==> src/rtl/mult_iter_counter.sv <==
// mult_iter_counter: iteration counter for the shift-add multiplier datapath.
// Load restarts the count from zero and arms the counter. K flags that
// ITERATIONS steps have completed since the last Load.
// Optional build macro ITER_COUNTER_PULSE_EN: K becomes a single-cycle pulse on
// the completion edge instead of a level held until the next Load or reset.
module mult_iter_counter #(
    parameter int unsigned ITERATIONS = 32,
    localparam int unsigned CNT_W = $clog2(ITERATIONS + 1)
) (
    input  logic             Clk,
    input  logic             Rst_n,
    input  logic             Load,
    output logic             K,
    output logic [CNT_W-1:0] Count,
    output logic             Busy
);

    localparam logic [CNT_W-1:0] LAST = CNT_W'(ITERATIONS);

    typedef enum logic [1:0] {
        S_IDLE  = 2'd0,
        S_COUNT = 2'd1,
        S_DONE  = 2'd2
    } state_e;

    state_e           state_q, state_d;
    logic [CNT_W-1:0] count_q, count_d;
    logic             k_q, k_d;
    logic             busy_q, busy_d;

    // Next-state and registered-output computation; Load overrides every state.
    always_comb begin
        state_d = state_q;
        count_d = count_q;
        k_d     = k_q;
        busy_d  = busy_q;
        if (Load) begin
            state_d = S_COUNT;
            count_d = '0;
            k_d     = 1'b0;
            busy_d  = 1'b1;
        end else begin
            unique case (state_q)
                S_COUNT: begin
                    count_d = count_q + CNT_W'(1);
                    if (count_d == LAST) begin
                        state_d = S_DONE;
                        busy_d  = 1'b0;
                        k_d     = 1'b1;
                    end
                end
                S_DONE: begin
`ifdef ITER_COUNTER_PULSE_EN
                    k_d = 1'b0;
`else
                    k_d = k_q;
`endif
                end
                default: begin
                    state_d = S_IDLE;
                end
            endcase
        end
    end

    // State and output registers; asynchronous active-low reset returns to idle.
    always_ff @(posedge Clk or negedge Rst_n) begin
        if (!Rst_n) begin
            state_q <= S_IDLE;
            count_q <= '0;
            k_q     <= 1'b0;
            busy_q  <= 1'b0;
        end else begin
            state_q <= state_d;
            count_q <= count_d;
            k_q     <= k_d;
            busy_q  <= busy_d;
        end
    end

    assign K     = k_q;
    assign Count = count_q;
    assign Busy  = busy_q;

endmodule

==> config.mk <==
export PLATFORM = sky130hd
export DESIGN_NAME = mult_iter_counter
export DESIGN_NICKNAME = d
export VERILOG_FILES = /design/src/rtl/mult_iter_counter.sv
export SDC_FILE = /design/constraint.sdc
export NUM_CORES = 1
export LEC_CHECK = 0
export ABC_AREA = 1
export ABC_CLOCK_PERIOD_IN_PS = 1600
export BUFFER_PORTS_ARGS = -buffer_cell sky130_fd_sc_hd__buf_2
export CORE_AREA = 2 2 39 41
export CTS_BUF_LIST = sky130_fd_sc_hd__clkbuf_2 sky130_fd_sc_hd__clkbuf_4 sky130_fd_sc_hd__clkbuf_8
export CTS_CLUSTER_DIAMETER = 60
export CTS_CLUSTER_SIZE = 20
export DETAILED_ROUTE_END_ITERATION = 10
export DIE_AREA = 0 0 41 43
export GPL_ROUTABILITY_DRIVEN = 0
export PLACE_DENSITY = 0.65
export SETUP_SLACK_MARGIN = 0.1
export SLEW_MARGIN = 20
export SYNTH_ARGS = -nofsm -noshare
export SYNTH_HDL_FRONTEND = slang
export SYNTH_SLANG_ARGS = --single-unit
==> constraint.sdc <==
create_clock -name Clk -period 1.6 [get_ports Clk]
set_clock_uncertainty 0.15 [all_clocks]
set_input_delay 0.16 -clock Clk [delete_from_list [all_inputs] [get_ports Clk]]
set_output_delay 0.16 -clock Clk [all_outputs]
set_load 0.1 [all_outputs]
==> metrics.txt <==
fraction of registers with async set/reset 100.0%; Die W about 41 µm; fillcell total 142; Cell Int Power 0.0004185 W; Hold WS 0.04368 ns; share of cells above drive strength 1 34.62%; GRT Residual Overflow 0; crit path cell chain buf_2; Detailed Routing Iterations Pass 1 4; RSZ-0062 raised after global routing true; largest family of logic cells by synthesized area simple AND/OR/NAND/NOR gates; Die Ht approximately 43 µm; most common cell in the netlist nand2_1; Via Count 446; flop-to-flop setup slack 0.17 ns; Seq/Total Area, Yosys 49.14%; largest net degree at the start of global routing 11; worst vdd ir 0.4706 mV; non-filler cells, final between 90 and 100; mux share of post-synthesis cell area 0%; PnR worst setup slack 0.1088 ns; area grow syn2layout 29.24%; CP required about 1.3 ns; clock power share 39.6%; leakage power figure about 0.32 nW; power density over the cells between 900 and 1000 mW/mm²; P_sw 0.0001747 W; vias in the first global route 366; Syn Nets 67; hold crit path type in -> reg; Final nets 83; DP Wirelength 754.9 µm; via/cell ratio 4.745; crit path max fanout 8; Post-Synth Adder-Cell Area under 10%; initial DRC count 13; clock sinks 10; WP buf/inv 1; max cap viols 0; wire per inst 10.66 µm; synth top area cells dfrtp_1 (49%), nand2_1 (13%), nand3_1 (6.9%); CORE AREA about 0.0014 mm²; synthesis-stage register bit count 10; dpl cells 89; Pwr Total 0.0005932 W; cell taking the most area after synthesis dfrtp_1; Crit. End Element primary output; Slew Viols, Final 0; # resized after CTS 0; H-tree levels 1; Max-slew headroom 67.79%; Worst path max stage delay 0.46 ns; Post-synth EDFFs 0; clk root buf clkbuf_4; compound-cell area share of the yosys netlist 7.125%; total wire length 1.002 mm; RR Endpoint state_q[0]; CTS Buffer Depth 2; first-pass GRT wire length 1.614 mm; reg-to-reg startpoint Count[1]; DRC errors left 0; initial antenna violation count 0; TritonCTS Buffers 3; top post-synthesis cells by count nand2_1 (18), dfrtp_1 (10), inv_1 (8); simple-gate portion of the synthesized area 33.66%; Sw Ratio 29.45%; Worst Setup Path Type reg -> out; Setup violations, final 0; total track usage 14.30%; hold path start Load; Yosys warnings 0; minimum clock period 1.491 ns; crit path launch type flip-flop; Clk pin slew, worst setup/hold paths about 0.070 ns; IO Pins 11; Worst Tran Pin Value 0.4866 ns; Synth Area in XOR/XNOR 1.720%; worst skew pair latency 0.27 ns; row cnt 14; setup tns final 0 ns; Die ar. 0.001763 mm²; Final ANT Viol Nets 0; Netlist cell types 15; status completed; family with the most delay on the worst path flip-flops; combinational power share between 10 and 15%; WP depth 1; TritonCTS clock tree done; Fmax 670.6 MHz; CP max-delay cell dfrtp_4; Hold Path Sink Busy; Final Cycle Share 93.20%; pre-CTS setup slack 0.1764 ns; buffers added on ports 10; Diodes inserted 0; Yosys top cell area share 49.14%; Mapped Area 509.2 µm²; Setup Buffers After CTS 0; Flop pwr share 46.1%; ys flop type dfrtp_1; syn avg cell area 8.083 µm²; Initial Utilization 36.80%; Reg2Reg Depth 7; Critical Path AT 1.18 ns; WHS Path Cells 3; cell count after synthesis 63; Hold Vio Cnt, Final 0
-- flip-flops by register name (all words and copies together), names as in the netlist --
| register | count |
|---|---|
| K | 1 |
| Busy | 1 |
| state_q | 2 |
| Count | 6 |
-- layout by cell type, fill, tap and decap left out, drive strengths merged --
cell         count
a21oi            1
buf             10
clkbuf           4
dfrtp           10
dlygate4sd3      1
ha               1
inv              8
nand2           19
nand3            8
nand4            2
nor2             8
o21ai            4
o21bai           1
xor2             1
-- per-stage QoR --
step | utilization [%] | instance area [µm²]
6_report | 47.56 | 658.1
5_1_grt | 47.56 | 658.1
4_1_cts | 47.56 | 658.1
3_5_place_dp | 44.21 | 611.8
3_3_place_gp | 44.21 | 611.8
2_1_floorplan | - | 541.8
-- power by group through the flow --
| stage | logic (W) | registers [W] | clock network [W] |
|---|---|---|---|
| floorplan | 0.0000187 | 0.000323 | 0 |
| global placement | 0.0000826 | 0.000279 | 0 |
| detailed placement | 0.0000826 | 0.000279 | 0 |
| CTS | 0.0000864 | 0.000274 | 0.000237 |
| global route | 0.0000919 | 0.000275 | 0.000250 |
| finish | 0.0000849 | 0.000274 | 0.000235 |
-- layer usage --
layer / share of wire [%] / global-route usage, % / vias up
met2: 47 / 19.38 / 10
met5: 0 / 0 / -
met1: 45 / 18.37 / 198
li1: - / - / 233
met4: 3.6 / 12.00 / 0
met3: 4.6 / 3.141 / 5
-- kinds of logic (layout without fill, tap and decap cells) --
group	Yosys count	after routing
buffers and inverters	8	23
xor gates and xnor gates	1	1
DFF	10	10
AOI/OAI and AO/OA	6	6
and+or+nand+nor	37	37
adders and majority gates	1	1
-- what timing repair did --
action | 4_1_cts | 5_1_grt
endpoints found under the setup margin | 0 | 5
endpoints found under the hold margin | 10 | 0
hold buffers | 1 | 0
-- area by class of cell --
cell class | instances | area, µm² | share of cell area, %
repair buffers | 11 | 60.06 | 9.125
well taps | 16 | 20.02 | 3.042
multi-input cells | 45 | 246.5 | 37.45
clock buffers | 4 | 36.28 | 5.513
flip-flops and latches | 10 | 265.3 | 40.30
inverters | 8 | 30.03 | 4.563
-- worst min-delay path, stage by stage --
cell and delay, ns:
buf_2 0.12, nor2_1 0.05, nor2_1 0.09
-- how the worst max path moves through the flow --
stage,from,endpoint
final,Count[2],Count[2]
after global placement,Count[1],state_q[0]
after CTS,Count[2],Count[2]
after global routing,Count[1],Busy
after detailed placement,Count[1],state_q[0]
after floorplan,Count[1],state_q[0]
No activity file was read; power rests on OpenSTA's default activity.
